File: src/rtl/ex_mem_stage_if.sv
// EX -> MEM pipeline boundary bundle: EX-side payload, pipeline control and the
// registered MEM-side view including the condition-flag outputs.
interface ex_mem_stage_if #(
  parameter int WIDTH    = 64,
  parameter int REG_ADDR = 5
);
  logic                stall;
  logic                flush;
  logic                ex_valid;
  logic [WIDTH-1:0]    ex_result;
  logic                ex_negative;
  logic                ex_zero;
  logic                ex_overflow;
  logic                ex_carry_out;
  logic                ex_set_flags;
  logic [WIDTH-1:0]    ex_store_data;
  logic [REG_ADDR-1:0] ex_rd;
  logic                ex_reg_write;
  logic                ex_mem_read;
  logic                ex_mem_write;
  logic                ex_mem_to_reg;

  logic                mem_valid;
  logic [WIDTH-1:0]    mem_result;
  logic [WIDTH-1:0]    mem_store_data;
  logic [REG_ADDR-1:0] mem_rd;
  logic                mem_reg_write;
  logic                mem_mem_read;
  logic                mem_mem_write;
  logic                mem_mem_to_reg;
  logic                mem_fwd_en;
  logic [3:0]          flags_nzvc;
  logic [3:0]          branch_flags;

  modport master (
    output stall, flush, ex_valid, ex_result, ex_negative, ex_zero, ex_overflow,
           ex_carry_out, ex_set_flags, ex_store_data, ex_rd, ex_reg_write,
           ex_mem_read, ex_mem_write, ex_mem_to_reg,
    input  mem_valid, mem_result, mem_store_data, mem_rd, mem_reg_write,
           mem_mem_read, mem_mem_write, mem_mem_to_reg, mem_fwd_en,
           flags_nzvc, branch_flags
  );

  modport slave (
    input  stall, flush, ex_valid, ex_result, ex_negative, ex_zero, ex_overflow,
           ex_carry_out, ex_set_flags, ex_store_data, ex_rd, ex_reg_write,
           ex_mem_read, ex_mem_write, ex_mem_to_reg,
    output mem_valid, mem_result, mem_store_data, mem_rd, mem_reg_write,
           mem_mem_read, mem_mem_write, mem_mem_to_reg, mem_fwd_en,
           flags_nzvc, branch_flags
  );
endinterface

File: src/rtl/ex_mem_stage.sv
// EX/MEM pipeline register plus the architectural NZVC flag register.
// Define EXMEM_FLAG_BYPASS_EN to feed live ALU flags to B.cond resolution in ID.
module ex_mem_stage #(
  parameter int WIDTH    = 64,
  parameter int REG_ADDR = 5
) (
  input  logic          clk,
  input  logic          reset_n,
  ex_mem_stage_if.slave bus
);

  localparam logic [REG_ADDR-1:0] XZR = REG_ADDR'(31);

  typedef struct packed {
    logic                valid;
    logic [WIDTH-1:0]    result;
    logic [WIDTH-1:0]    store_data;
    logic [REG_ADDR-1:0] rd;
    logic                reg_write;
    logic                mem_read;
    logic                mem_write;
    logic                mem_to_reg;
  } stage_t;

  stage_t     stage_q;
  stage_t     stage_d;
  stage_t     ex_load;
  logic [3:0] flags_q;
  logic [3:0] ex_flags;
  logic       flag_we;

  assign ex_flags = {bus.ex_negative, bus.ex_zero, bus.ex_overflow, bus.ex_carry_out};

  // Control is qualified on entry so MEM never acts on a bubble or an XZR write.
  always_comb begin
    ex_load            = '0;
    ex_load.valid      = bus.ex_valid;
    ex_load.result     = bus.ex_result;
    ex_load.store_data = bus.ex_store_data;
    ex_load.rd         = bus.ex_rd;
    ex_load.reg_write  = bus.ex_reg_write & bus.ex_valid & (bus.ex_rd != XZR);
    ex_load.mem_read   = bus.ex_mem_read & bus.ex_valid;
    ex_load.mem_write  = bus.ex_mem_write & bus.ex_valid;
    ex_load.mem_to_reg = bus.ex_mem_to_reg;
  end

  // Flush wins over stall: a squashed instruction must not linger in MEM.
  always_comb begin
    stage_d = stage_q;
    if (bus.flush)
      stage_d = '0;
    else if (!bus.stall)
      stage_d = ex_load;
  end

  assign flag_we = bus.ex_valid & bus.ex_set_flags & ~bus.stall & ~bus.flush;

  always_ff @(posedge clk or negedge reset_n) begin
    if (!reset_n) begin
      stage_q <= '0;
      flags_q <= 4'b0000;
    end else begin
      stage_q <= stage_d;
      if (flag_we)
        flags_q <= ex_flags;
    end
  end

  assign bus.mem_valid      = stage_q.valid;
  assign bus.mem_result     = stage_q.result;
  assign bus.mem_store_data = stage_q.store_data;
  assign bus.mem_rd         = stage_q.rd;
  assign bus.mem_reg_write  = stage_q.reg_write;
  assign bus.mem_mem_read   = stage_q.mem_read;
  assign bus.mem_mem_write  = stage_q.mem_write;
  assign bus.mem_mem_to_reg = stage_q.mem_to_reg;
  // Load results are not available until WB, so only ALU results forward from here.
  assign bus.mem_fwd_en     = stage_q.reg_write & ~stage_q.mem_read;
  assign bus.flags_nzvc     = flags_q;

`ifdef EXMEM_FLAG_BYPASS_EN
  logic bypass_sel;
  // Stall does not gate the bypass: the setter's flags are what B.cond must see.
  assign bypass_sel       = reset_n & bus.ex_valid & bus.ex_set_flags & ~bus.flush;
  assign bus.branch_flags = bypass_sel ? ex_flags : flags_q;
`else
  assign bus.branch_flags = flags_q;
`endif

endmodule

File: src/flat_wrapper.sv
// flat-port wrapper written by rule: the top's interface ports become plain ports
module ex_mem_stage_flat 
#(
  parameter int WIDTH    = 64,
  parameter int REG_ADDR = 5
)
  (clk, reset_n, bus_stall, bus_flush, bus_ex_valid, bus_ex_result, bus_ex_negative, bus_ex_zero, bus_ex_overflow, bus_ex_carry_out, bus_ex_set_flags, bus_ex_store_data, bus_ex_rd, bus_ex_reg_write, bus_ex_mem_read, bus_ex_mem_write, bus_ex_mem_to_reg, bus_mem_valid, bus_mem_result, bus_mem_store_data, bus_mem_rd, bus_mem_reg_write, bus_mem_mem_read, bus_mem_mem_write, bus_mem_mem_to_reg, bus_mem_fwd_en, bus_flags_nzvc, bus_branch_flags);
  ex_mem_stage_if #(.WIDTH(WIDTH), .REG_ADDR(REG_ADDR)) bus_i ();
  input  logic clk;
  input  logic reset_n;
  input wire logic [$bits(bus_i.stall)-1:0] bus_stall;
  input wire logic [$bits(bus_i.flush)-1:0] bus_flush;
  input wire logic [$bits(bus_i.ex_valid)-1:0] bus_ex_valid;
  input wire logic [$bits(bus_i.ex_result)-1:0] bus_ex_result;
  input wire logic [$bits(bus_i.ex_negative)-1:0] bus_ex_negative;
  input wire logic [$bits(bus_i.ex_zero)-1:0] bus_ex_zero;
  input wire logic [$bits(bus_i.ex_overflow)-1:0] bus_ex_overflow;
  input wire logic [$bits(bus_i.ex_carry_out)-1:0] bus_ex_carry_out;
  input wire logic [$bits(bus_i.ex_set_flags)-1:0] bus_ex_set_flags;
  input wire logic [$bits(bus_i.ex_store_data)-1:0] bus_ex_store_data;
  input wire logic [$bits(bus_i.ex_rd)-1:0] bus_ex_rd;
  input wire logic [$bits(bus_i.ex_reg_write)-1:0] bus_ex_reg_write;
  input wire logic [$bits(bus_i.ex_mem_read)-1:0] bus_ex_mem_read;
  input wire logic [$bits(bus_i.ex_mem_write)-1:0] bus_ex_mem_write;
  input wire logic [$bits(bus_i.ex_mem_to_reg)-1:0] bus_ex_mem_to_reg;
  output wire logic [$bits(bus_i.mem_valid)-1:0] bus_mem_valid;
  output wire logic [$bits(bus_i.mem_result)-1:0] bus_mem_result;
  output wire logic [$bits(bus_i.mem_store_data)-1:0] bus_mem_store_data;
  output wire logic [$bits(bus_i.mem_rd)-1:0] bus_mem_rd;
  output wire logic [$bits(bus_i.mem_reg_write)-1:0] bus_mem_reg_write;
  output wire logic [$bits(bus_i.mem_mem_read)-1:0] bus_mem_mem_read;
  output wire logic [$bits(bus_i.mem_mem_write)-1:0] bus_mem_mem_write;
  output wire logic [$bits(bus_i.mem_mem_to_reg)-1:0] bus_mem_mem_to_reg;
  output wire logic [$bits(bus_i.mem_fwd_en)-1:0] bus_mem_fwd_en;
  output wire logic [$bits(bus_i.flags_nzvc)-1:0] bus_flags_nzvc;
  output wire logic [$bits(bus_i.branch_flags)-1:0] bus_branch_flags;
  assign bus_i.stall = bus_stall;
  assign bus_i.flush = bus_flush;
  assign bus_i.ex_valid = bus_ex_valid;
  assign bus_i.ex_result = bus_ex_result;
  assign bus_i.ex_negative = bus_ex_negative;
  assign bus_i.ex_zero = bus_ex_zero;
  assign bus_i.ex_overflow = bus_ex_overflow;
  assign bus_i.ex_carry_out = bus_ex_carry_out;
  assign bus_i.ex_set_flags = bus_ex_set_flags;
  assign bus_i.ex_store_data = bus_ex_store_data;
  assign bus_i.ex_rd = bus_ex_rd;
  assign bus_i.ex_reg_write = bus_ex_reg_write;
  assign bus_i.ex_mem_read = bus_ex_mem_read;
  assign bus_i.ex_mem_write = bus_ex_mem_write;
  assign bus_i.ex_mem_to_reg = bus_ex_mem_to_reg;
  assign bus_mem_valid = bus_i.mem_valid;
  assign bus_mem_result = bus_i.mem_result;
  assign bus_mem_store_data = bus_i.mem_store_data;
  assign bus_mem_rd = bus_i.mem_rd;
  assign bus_mem_reg_write = bus_i.mem_reg_write;
  assign bus_mem_mem_read = bus_i.mem_mem_read;
  assign bus_mem_mem_write = bus_i.mem_mem_write;
  assign bus_mem_mem_to_reg = bus_i.mem_mem_to_reg;
  assign bus_mem_fwd_en = bus_i.mem_fwd_en;
  assign bus_flags_nzvc = bus_i.flags_nzvc;
  assign bus_branch_flags = bus_i.branch_flags;
  ex_mem_stage #(.WIDTH(WIDTH), .REG_ADDR(REG_ADDR)) u_core (.clk(clk), .reset_n(reset_n), .bus(bus_i));
endmodule
File: config.mk
export PLATFORM = sky130hd
export DESIGN_NAME = ex_mem_stage_flat
export DESIGN_NICKNAME = d
export VERILOG_FILES = /design/src/rtl/ex_mem_stage_if.sv /design/src/rtl/ex_mem_stage.sv /design/src/flat_wrapper.sv
export SDC_FILE = /design/constraint.sdc
export NUM_CORES = 1
export LEC_CHECK = 0
export BUFFER_PORTS_ARGS = -buffer_cell sky130_fd_sc_hd__buf_2
export CORE_AREA = 2 2 113 115
export DETAILED_ROUTE_END_ITERATION = 12
export DIE_AREA = 0 0 115 117
export PLACE_DENSITY = 0.83
export SLEW_MARGIN = 0
export SYNTH_ARGS = -nofsm -noshare
export SYNTH_HDL_FRONTEND = slang
export SYNTH_SLANG_ARGS = --single-unit
File: constraint.sdc
create_clock -name clk -period 1.7 [get_ports clk]
set_input_delay 0.085 -clock clk [delete_from_list [all_inputs] [get_ports clk]]
set_output_delay 0.085 -clock clk [all_outputs]
set_load 0.1 [all_outputs]
==> summary.md, run 1 <==
| Metric | Value |
|---|---|
| Syn Area/Cell | 12.5 um^2 |
| # IOs | approximately 290 |
| Vias | ~5.4k |
| Worst setup SP type | input port |
| Syn-to-layout area delta | 64.2% |
| Critical path required time | 2030 ps |
| I/O Buffers | 293 |
| CTS tree | yes |
| Total grt overflow | 0 |
| Post-CTS Setup Repair Bufs | 0 |
| Hold depth | 3 |
| Outcome | finished, final reports clean |
| CTS Buf Count | 17 |
| First-pass GRT wire length | approximately 29000 um |
| M3 GR Usage | 0.0778 |
| Wire per inst | 18.2 um |
| Clk pin slew, worst setup/hold paths | about 60 ps |
| Max transition margin | 0.539 |
| RSZ-0062 raised after global routing | false |
| Levels on crit path | 6 |
| Final setup viols | 0 |
| Worst slew pin tran | 691 ps |
| Hold Path Class | input port to flip-flop |
| Syn_nets | 611 |
| CP peak stage delay | between 500 and 600 ps |
| Root buffer cell | clkbuf_16 |
| PwrDens | 1190 nW/um^2 |
| Critical path's slowest cell | dlygate4sd3_1 |
| Final Max Tran Viols | 0 |
| Worst clock skew | 0 ps |
| CP Capture Type | flip-flop |
| CP Buf/Inv Count | 3 |
| Final min period | around 1600 ps |
| Initial Util | 0.470 |
| CP Class | input port to flip-flop |
| Die width | around 120 um |
| MaxCap Viol Count | 0 |
| Worst-path fanout max | 2 |
| Chip Height | 117 um |
| Drt drc | 0 |
| Final worst-path cycle share | 0.941 |
| Setup TNS | 0 ps |
| Syn Inst Count | 464 |
| Vias in the first global route | approximately 5.7k |
| Worst-Skew Late Latency | 410 ps |
| Routability Congestion | 0.787 |
| Final Worst Setup Slack | 101 ps |
| Synth top area cells | dfrtp_1, mux2i_1, nor2_1 |
| H-tree depth | 4 |
| Row count | 41 |
| Pre-CTS setup slack | 511 ps |
| Met2 Use GR | 0.503 |
| DRT antenna net count | 0 |
| DRT Pass-1 Iters | 4 |
| Initial DRC count | 414 |
| Nets@finish | 1039 |
| Synth area leader | dfrtp_1 |
| Top Family by Delay on Critical Path | buffers and inverters |
| Netlist cell types | 16 |
| R2R depth | 2 |
| Detailed Route WL | between 15000 and 20000 um |
| Top Usage Layer GRT | met2 |
| Fraction of layout cells with a size suffix above 1 | 0.368 |
| Mapped Area | slightly below 6000 um^2 |
| CTS resizes | 0 |
| Syn. warnings | 0 |
| Most frequent CP cell | dlygate4sd3_1 |
| Largest net degree at the start of global routing | ~140 |
| ANT cells | 0 |
| Worst VDD drop | 0.920 mV |
| Post-DP HPWL | about 10000 um |
| Leakage | 0.00529 uW |
| Met1 Use GR | 0.304 |
| Final Hold Viols | 0 |
| Sequential fraction of the synthesis area | 0.615 |
| Mean number of vias per cell | 5.16 |
| Core Area | 12300 um^2 |
| Clk buf depth | 2 |
| GRT Util Overall | 0.285 |
| CP cell instances | dlygate4sd3_1 > buf_2 > and4_1 > a211o_1 > dlygate4sd3_1 > a21oi_1 |
| Fmax | 0.625 GHz |
| Die area | 13500 um^2 |
| Clock tree sinks | ~140 |
| Initial antenna violation count | 0 |
| Worst Path Arrival | slightly below 2000 ps |
| # hold bufs at CTS | ~140 |
| Register bit total from synthesis | about 140 |
| Top-area cell type share of the netlist area | 0.615 |
## area by class of cell
cell class	instances	area, um^2
flip-flops and latches	142	3550
repair buffers	444	3030
fillers	680	2820
multi-input cells	287	2000
clock buffers	21	470
clock inverters	11	258
well taps	150	188
## metrics by stage
stage / util / area [um^2] / power (uW) / hold WS [ps] / std cells
global route: 0.771 / 9490 / 11600 / 55.6 / 1055
finish: 0.771 / 9490 / 11300 / 60.7 / 1055
global placement: 0.595 / 7320 / 6400 / 20.0 / 879
floorplan: - / 5790 / 5890 / -211 / 464
detailed placement: 0.595 / 7320 / 6450 / 23.9 / 879
CTS: 0.771 / 9490 / 11300 / 11.5 / 1055
## cells in the mapped netlist
| cell | instances |
|---|---|
| buf_4 | 7 |
| nor2_1 | 135 |
| clkbuf_1 | 10 |
| nor2b_1 | 1 |
| buf_1 | 3 |
| a21oi_1 | 3 |
| dfrtp_1 | 142 |
| mux2i_1 | 135 |
| nand3b_1 | 2 |
| and4bb_4 | 1 |
| buf_2 | 5 |
| a211o_1 | 1 |
| nand2_1 | 4 |
| buf_6 | 10 |
| and4_1 | 1 |
| mux2_1 | 4 |
## worst register-to-register path, delay by kind of cell, from the launching register on
kind          cells  cell delay (ps)
simple gates      1              110
flops             1              410
mux               1              230
## logic make-up (layout without fill, tap and decap cells)
kind of cell | after synthesis | count (layout) | synth area share
buffers and inverters | 35 | 476 | 0.0413
multiplexers | 139 | 139 | 0.242
AO/OA/AOI/OAI | 4 | 4 | 0.00411
AND/OR/NAND/NOR | 144 | 144 | 0.0983
flip-flops | 142 | 142 | 0.615
## power by group
group / switching (uW) / internal, uW
clock network: 1400 / 3160
logic: 2290 / 713
registers: 135 / 3590
## placed cells by master (no fill, tap or decap), drive strengths merged, types with 3 or more instances in the layout
master	n
clkbuf	21
nand2	4
bufinv	8
mux2i	135
dlygate4sd3	144
nor2	135
mux2	4
buf	300
dfrtp	142
a21oi	3
## path summary, 6_finish.rpt
kind	start	end	slack, ps
min	bus_ex_valid	u_core.bus.mem_valid$_DFFE_PN0P_	60
min reg2reg	u_core.bus.mem_result[49]$_DFFE_PN0P_	u_core.bus.mem_result[49]$_DFFE_PN0P_	520
max	bus_ex_rd[0]	u_core.bus.mem_reg_write$_DFFE_PN0P_	100
max in group asynchronous	reset_n	u_core.bus.mem_store_data[15]$_DFFE_PN0P_	880
max reg2reg	u_core.bus.mem_store_data[13]$_DFFE_PN0P_	u_core.bus.mem_store_data[13]$_DFFE_PN0P_	810
min in group asynchronous	reset_n	u_core.bus.mem_result[5]$_DFFE_PN0P_	170
## routing by layer
metal  up-vias  routed length (um)
li1       2393                   -
met5         -                   0
met3        76                1470
met4         0                 918
met1      2675                6770
met2       303               10100
Note: power is estimated with default switching activity, not from simulation.
==> run 2: changes to the inputs <==
Clock period 1.7 ns to 2.1 ns, I/O delays scaled along.
==> run 2 against run 1 <==
Effect of this change: highest routed layer unchanged; worst hold slack got worse by 15 ps; cell count hardly changed; design area fell by 1.0%; register-to-register slack improved by 430 ps.
==> summary.md, run 2 (synthesis results as in run 1) <==
| Metric | Value |
|---|---|
| Row count | just over 40 |
| Most frequent cells in the layout | buf_2, dlygate4sd3_1, dfrtp_1 |
| Syn-to-layout area delta | 62.5% |
| R2R depth | 2 |
| Worst VDD drop | a little over 0.6 mV |
| Final Hold Viols | 0 |
| Largest net degree at the start of global routing | 139 |
| H-tree depth | 4 |
| CP Capture Type | output port |
| Hold Path Class | input port to flip-flop |
| MaxCap Viol Count | 0 |
| Reg2reg setup slack | 1240 ps |
| Core Area | 12300 um^2 |
| Total grt overflow | 0 |
| Outcome | finished, final reports clean |
| Final setup viols | 0 |
| R2R Path Start | u_core.bus.mem_result[36]$_DFFE_PN0P_ |
| Wire per inst | 18.3 um |
| Multi-input gate area | 1990 um^2 |
| ANT cells | 0 |
| Die area | approximately 13000 um^2 |
| Total power draw | 8680 uW |
| Setup TNS | 0 ps |
| Reg2reg end | u_core.bus.mem_result[36]$_DFFE_PN0P_ |
| Min-Delay Startpoint | bus_ex_reg_write |
| I/O Buffers | 293 |
| Power share of the clock group | 0.373 |
| Power Internal | 5590 uW |
| Final Hold Slack | 45.9 ps |
| Routability Congestion | approximately 0.80 |
| Comb pwr share | 0.280 |
| CTS Buf Count | 17 |
| Vias | 5353 |
| Nets@finish | 1038 |
| DRT Pass-1 Iters | 5 |
| Worst Path Arrival | between 1000 and 1500 ps |
| Fill cell count | 710 |
| RSZ-0062 raised after global routing | false |
| Worst setup SP type | flip-flop |
| Met2 Routed Length | 9970 um |
| Drt drc | 0 |
| Storage cell area | ~3600 um^2 |
| Met1 WL | roughly 7000 um |
| First-pass GRT wire length | 29100 um |
| Worst slew pin tran | around 570 ps |
| Leakage | 0.00524 uW |
| Detailed Route WL | about 19000 um |
| Critical path required time | 2000 ps |
| Fmax | 0.653 GHz |
| Root buffer cell | clkbuf_16 |
| Clock tree sinks | 142 |
| GRT Util Overall | 0.282 |
| # IOs | 294 |
| CP Class | flip-flop to output port |
| Final worst-path cycle share | 0.729 |
| Initial Util | 0.470 |
| Worst setup startpoint | u_core.bus.mem_reg_write$_DFFE_PN0P_ |
| Max transition margin | 0.621 |
| PwrDens | ~900 nW/um^2 |
| Initial antenna violation count | 0 |
| Clk pin slew, worst setup/hold paths | 50 ps |
| Sequential share of power | 0.347 |
| Chip Height | 117 um |
| Fraction of layout cells with a size suffix above 1 | 0.367 |
| Clk buf depth | 2 |
| Routed wire length on met3 | about 1600 um |
| Worst Setup EP | bus_mem_fwd_en |
| Worst-Skew Late Latency | just over 400 ps |
| CTS tree | yes |
| Final Max Tran Viols | 0 |
| Worst clock skew | 0 ps |
| Post-DP HPWL | approximately 9900 um |
| Psw | 3090 uW |
| Final min period | 1530 ps |
| Die width | around 120 um |
| DRT antenna net count | 0 |
| Initial DRC count | a little under 500 |
| Max Used Layer | met4 |
| Vias in the first global route | 5723 |
| Worst-path fanout max | 3 |
| Sw frac | 0.356 |
| Commonest non-fill, non-tap cell in the layout | buf_2 |
| Mean number of vias per cell | 5.08 |
## run 2: cell types whose count changed in the layout (fill, tap and decap cells not counted)
cell / delta
buf_4: -1
bufinv_16: -4
clkbuf_8: +1
clkinv_2: +1
clkinv_4: +1
clkinvlp_4: +1
nor2b_2: +1
nor2b_4: -1
## run 2: layout make-up
class | count | area share
Clock inverter | 10 | 0.0169
Clock buffer | 22 | 0.0516
Sequential cell | 142 | 0.378
Multi-Input combinational cell | 287 | 0.212
Timing Repair Buffer | 443 | 0.321
Tap cell | 150 | 0.0200
## run 2: power by group through the flow
stage	sequential, uW	clock (uW)	combinational [uW]
floorplan	4260	0	507
global placement	3030	0	2150
detailed placement	3040	0	2170
CTS	3000	3270	2380
global route	3020	3380	2510
finish	3010	3240	2430
## run 2: metal layers
layer  GRT usage  vias up
li1            -     2401
met1       0.309     2577
met2       0.489      296
met3      0.0839       79
met4       0.168        0
met5           0        -
## run 2: stage by stage
step | setup slack (ps) | util | instance area (um^2) | cells
6_report | 568 | 0.763 | 9390 | 1054
5_1_grt | 527 | 0.763 | 9390 | 1054
4_1_cts | 568 | 0.763 | 9390 | 1054
3_5_place_dp | 769 | 0.594 | 7310 | 878
3_3_place_gp | 833 | 0.594 | 7310 | 878
2_1_floorplan | 101 | - | 5780 | 464
## run 2: how the worst min path moves through the flow
stage | slack (ps) | cells after the start | endpoint
global placement | 80 | 1 | u_core.bus.mem_store_data[39]$_DFFE_PN0P_
CTS | 20 | 4 | u_core.bus.mem_reg_write$_DFFE_PN0P_
finish | 50 | 4 | u_core.bus.mem_reg_write$_DFFE_PN0P_
floorplan | -190 | 0 | u_core.bus.branch_flags[0]$_DFFE_PN0P_
detailed placement | 90 | 1 | u_core.bus.mem_store_data[39]$_DFFE_PN0P_
global route | 50 | 4 | u_core.bus.mem_reg_write$_DFFE_PN0P_
## run 2: what timing repair did
item	4_1_cts	5_1_grt
resized for setup	0	0
buffers inserted	0	0
hold buffers	144	0
endpoints found under the hold margin	194	0
## run 2: critical path: stages, from the launching register on
cell	delay, ps
dfrtp_1	420
nor2b_2	170
buf_2	430
==> run 3: changes to the inputs <==
Settings changed: ABC_AREA set to 1, PLACE_DENSITY 0.83 to 0.8.
Clock period 2.1 ns to 1.6 ns, I/O delays scaled along.
==> run 3 against run 2 <==
Effect of this change: area after synthesis decreased by 6.1%; sequential cell count unchanged; design area decreased by 3.0%; worst setup slack got worse by 420 ps; largest power group unchanged; cell count increased by 15%; clock power increased by 28%; sequential share of layout area increased by 1.2 points; clock-buffer cell count decreased by 3; utilization decreased by 2.3 points.
==> summary.md, run 3 <==
| Metric | Value |
|---|---|
| Reg2reg end | u_core.bus.mem_store_data[58]$_DFFE_PN0P_ |
| Most frequent cells in the layout | nand2_1, buf_2, dlygate4sd3_1 |
| Top-count cell post-synth | nand2_1 |
| Vias | 5773 |
| Final Max Tran Viols | 0 |
| Worst slew pin tran | 556 ps |
| Fmax | just under 0.7 GHz |
| Initial DRC count | between 300 and 400 |
| Mean number of vias per cell | about 4.8 |
| Worst setup SP type | flip-flop |
| R2R Path Start | u_core.bus.mem_store_data[58]$_DFFE_PN0P_ |
| PwrDens | 1210 nW/um^2 |
| Commonest non-fill, non-tap cell in the layout | nand2_1 |
| Synth top area cells | dfrtp_1, nand2_1, buf_4 |
| Routability Congestion | about 0.77 |
| Reg2reg setup slack | 870 ps |
| Syn-to-layout area delta | 67.9% |
| CP Capture Type | output port |
| CP Class | flip-flop to output port |
| Nets@finish | 1193 |
| Setup TNS | 0 ps |
| Top post-synthesis cells by count | nand2_1, dfrtp_1, buf_4 |
| Max transition margin | 0.632 |
| CTS Buf Count | 17 |
| Worst hold endpoint | u_core.bus.mem_valid$_DFFE_PN0P_ |
| Xor-xnor portion of the synthesized cell area | 0 |
| # IOs | about 290 |
| Chip Height | roughly 120 um |
| Detailed Route WL | 18700 um |
| Outcome | finished, final reports clean |
| Post-DP HPWL | approximately 10000 um |
| Clk buf depth | 2 |
| First-pass GRT wire length | between 20000 and 30000 um |
| Async set-or-reset flop fraction in the synthesized netlist | 1.00 |
| GRT Util Overall | 0.273 |
| MaxCap Viol Count | 0 |
| Critical path required time | roughly 1500 ps |
| Worst-Skew Late Latency | 410 ps |
| R2R depth | 2 |
| Final Hold Viols | 0 |
| Initial antenna violation count | 1 |
| Synth area leader | dfrtp_1 |
| Simple-gate portion of the synthesized area | 0.296 |
| Mapped Area | 5430 um^2 |
| Clk pin slew, worst setup/hold paths | 60 ps |
| Top-area cell type share of the netlist area | 0.655 |
| Multiplexer area fraction after synthesis | 0 |
| Fraction of the mapped netlist area in adder cells | 0 |
| Root buffer cell | clkbuf_16 |
| Final Hold Slack | 61.3 ps |
| Initial Util | 0.441 |
| Hold Path Class | input port to flip-flop |
| Worst-path fanout max | 3 |
| Leakage | between 0.005 and 0.006 uW |
| Syn Area/Cell | roughly 8.8 um^2 |
| Largest net degree at the start of global routing | 76 |
| Netlist cell types | 11 |
| Worst clock skew | 0 ps |
| Wire per inst | 15.5 um |
| Total power draw | approximately 11000 uW |
| Final worst-path cycle share | 0.906 |
| Register bit total from synthesis | 142 |
| Worst Path Arrival | 1370 ps |
| Syn. warnings | 0 |
| Core Area | approximately 12000 um^2 |
| Worst VDD drop | 0.822 mV |
| I/O Buffers | slightly below 300 |
| Main synth FF type | dfrtp_1 |
| Hold depth | 4 |
| Final setup viols | 0 |
| EDFF count, synth | 0 |
| Largest family of logic cells by synthesized area | simple AND/OR/NAND/NOR gates |
| Sequential fraction of the synthesis area | 0.655 |
| CTS tree | yes |
| Fraction of layout cells with a size suffix above 1 | 0.316 |
| Die area | ~13000 um^2 |
| Syn_nets | 761 |
| Synth Area in Compound Gates | 0.00369 |
| Fill cell count | 778 |
| Row count | roughly 40 |
| DRT antenna net count | 0 |
| Post-CTS Setup Repair Bufs | 0 |
| RSZ-0062 raised after global routing | false |
| H-tree depth | 4 |
| Clock tree sinks | 142 |
| Vias in the first global route | 5926 |
| DRT Pass-1 Iters | 9 |
| Total grt overflow | 0 |
| Drt drc | 0 |
| Die width | approximately 120 um |
| Syn Inst Count | 614 |
| Min-Delay Startpoint | bus_stall |
| Final min period | roughly 1400 ps |
-- run 3: cell types whose count changed after synthesis, moves of 9 or more --
| cell | change |
|---|---|
| nor2_1 | -131 |
| nand2_1 | +415 |
| clkbuf_1 | -9 |
| mux2i_1 | -135 |
| buf_4 | +13 |
| buf_6 | -10 |
-- run 3: critical path, stage by stage, from the launching register on --
cell and delay, ps:
dfrtp_1 430, nor2_4 110, buf_2 420
-- run 3: area by class of cell --
type | count | area, um^2 | share of cell area
Sequential cell | 142 | 3550 | 0.390
Tap cell | 150 | 188 | 0.0206
Inverter | 7 | 26.3 | 0.00288
Clock inverter | 11 | 166 | 0.0183
Multi-Input combinational cell | 431 | 1650 | 0.181
Antenna cell | 1 | 2.50 | 0.000275
Timing Repair Buffer | 447 | 3070 | 0.337
Clock buffer | 19 | 453 | 0.0497
-- run 3: worst max path at each step --
stage | from | end | depth (start not counted)
detailed placement | bus_flush | u_core.bus.branch_flags[1]$_DFFE_PN0P_ | 5
finish | u_core.bus.mem_mem_read$_DFFE_PN0P_ | bus_mem_fwd_en | 2
global route | u_core.bus.mem_mem_read$_DFFE_PN0P_ | bus_mem_fwd_en | 2
floorplan | u_core.bus.mem_mem_read$_DFFE_PN0P_ | bus_mem_fwd_en | 1
CTS | u_core.bus.mem_mem_read$_DFFE_PN0P_ | bus_mem_fwd_en | 2
global placement | bus_flush | u_core.bus.branch_flags[3]$_DFFE_PN0P_ | 5
-- run 3: what timing repair did --
| action | in CTS | in global routing |
|---|---|---|
| hold endpoints to repair | 284 | 0 |
| resized for setup | 0 | 0 |
| hold buffers | 147 | 0 |
| endpoints found under the setup margin | 0 | 0 |
-- run 3: power breakdown --
group          leakage, uW  internal [uW]  switching (uW)
clock network     0.000297           2670            1470
logic              0.00319            637            2300
registers          0.00189           3810             128
total              0.00537           7110            3900
-- run 3: cell families (layout without fill, tap and decap cells) --
kind of cell	count (synthesis)	in the layout
and+or+nand+nor	427	427
DFF	142	142
buffers and inverters	41	484
AOI/OAI and AO/OA	4	4
other	0	1
-- run 3: metal layers --
metal / track usage / wire length [um]
met5: 0 / 0
met4: 0.165 / 830
met3: 0.0675 / 1320
met2: 0.484 / 9890
met1: 0.296 / 6640
-- run 3: metrics by stage --
step | worst slack [ps] | cells | cell area, um^2 | utilization
6_report | 150 | 1208 | 9110 | 0.740
5_1_grt | 112 | 1208 | 9110 | 0.740
4_1_cts | 152 | 1207 | 9110 | 0.740
3_5_place_dp | 516 | 1030 | 7020 | 0.570
3_3_place_gp | 544 | 1030 | 7020 | 0.570
2_1_floorplan | 114 | 614 | 5440 | -
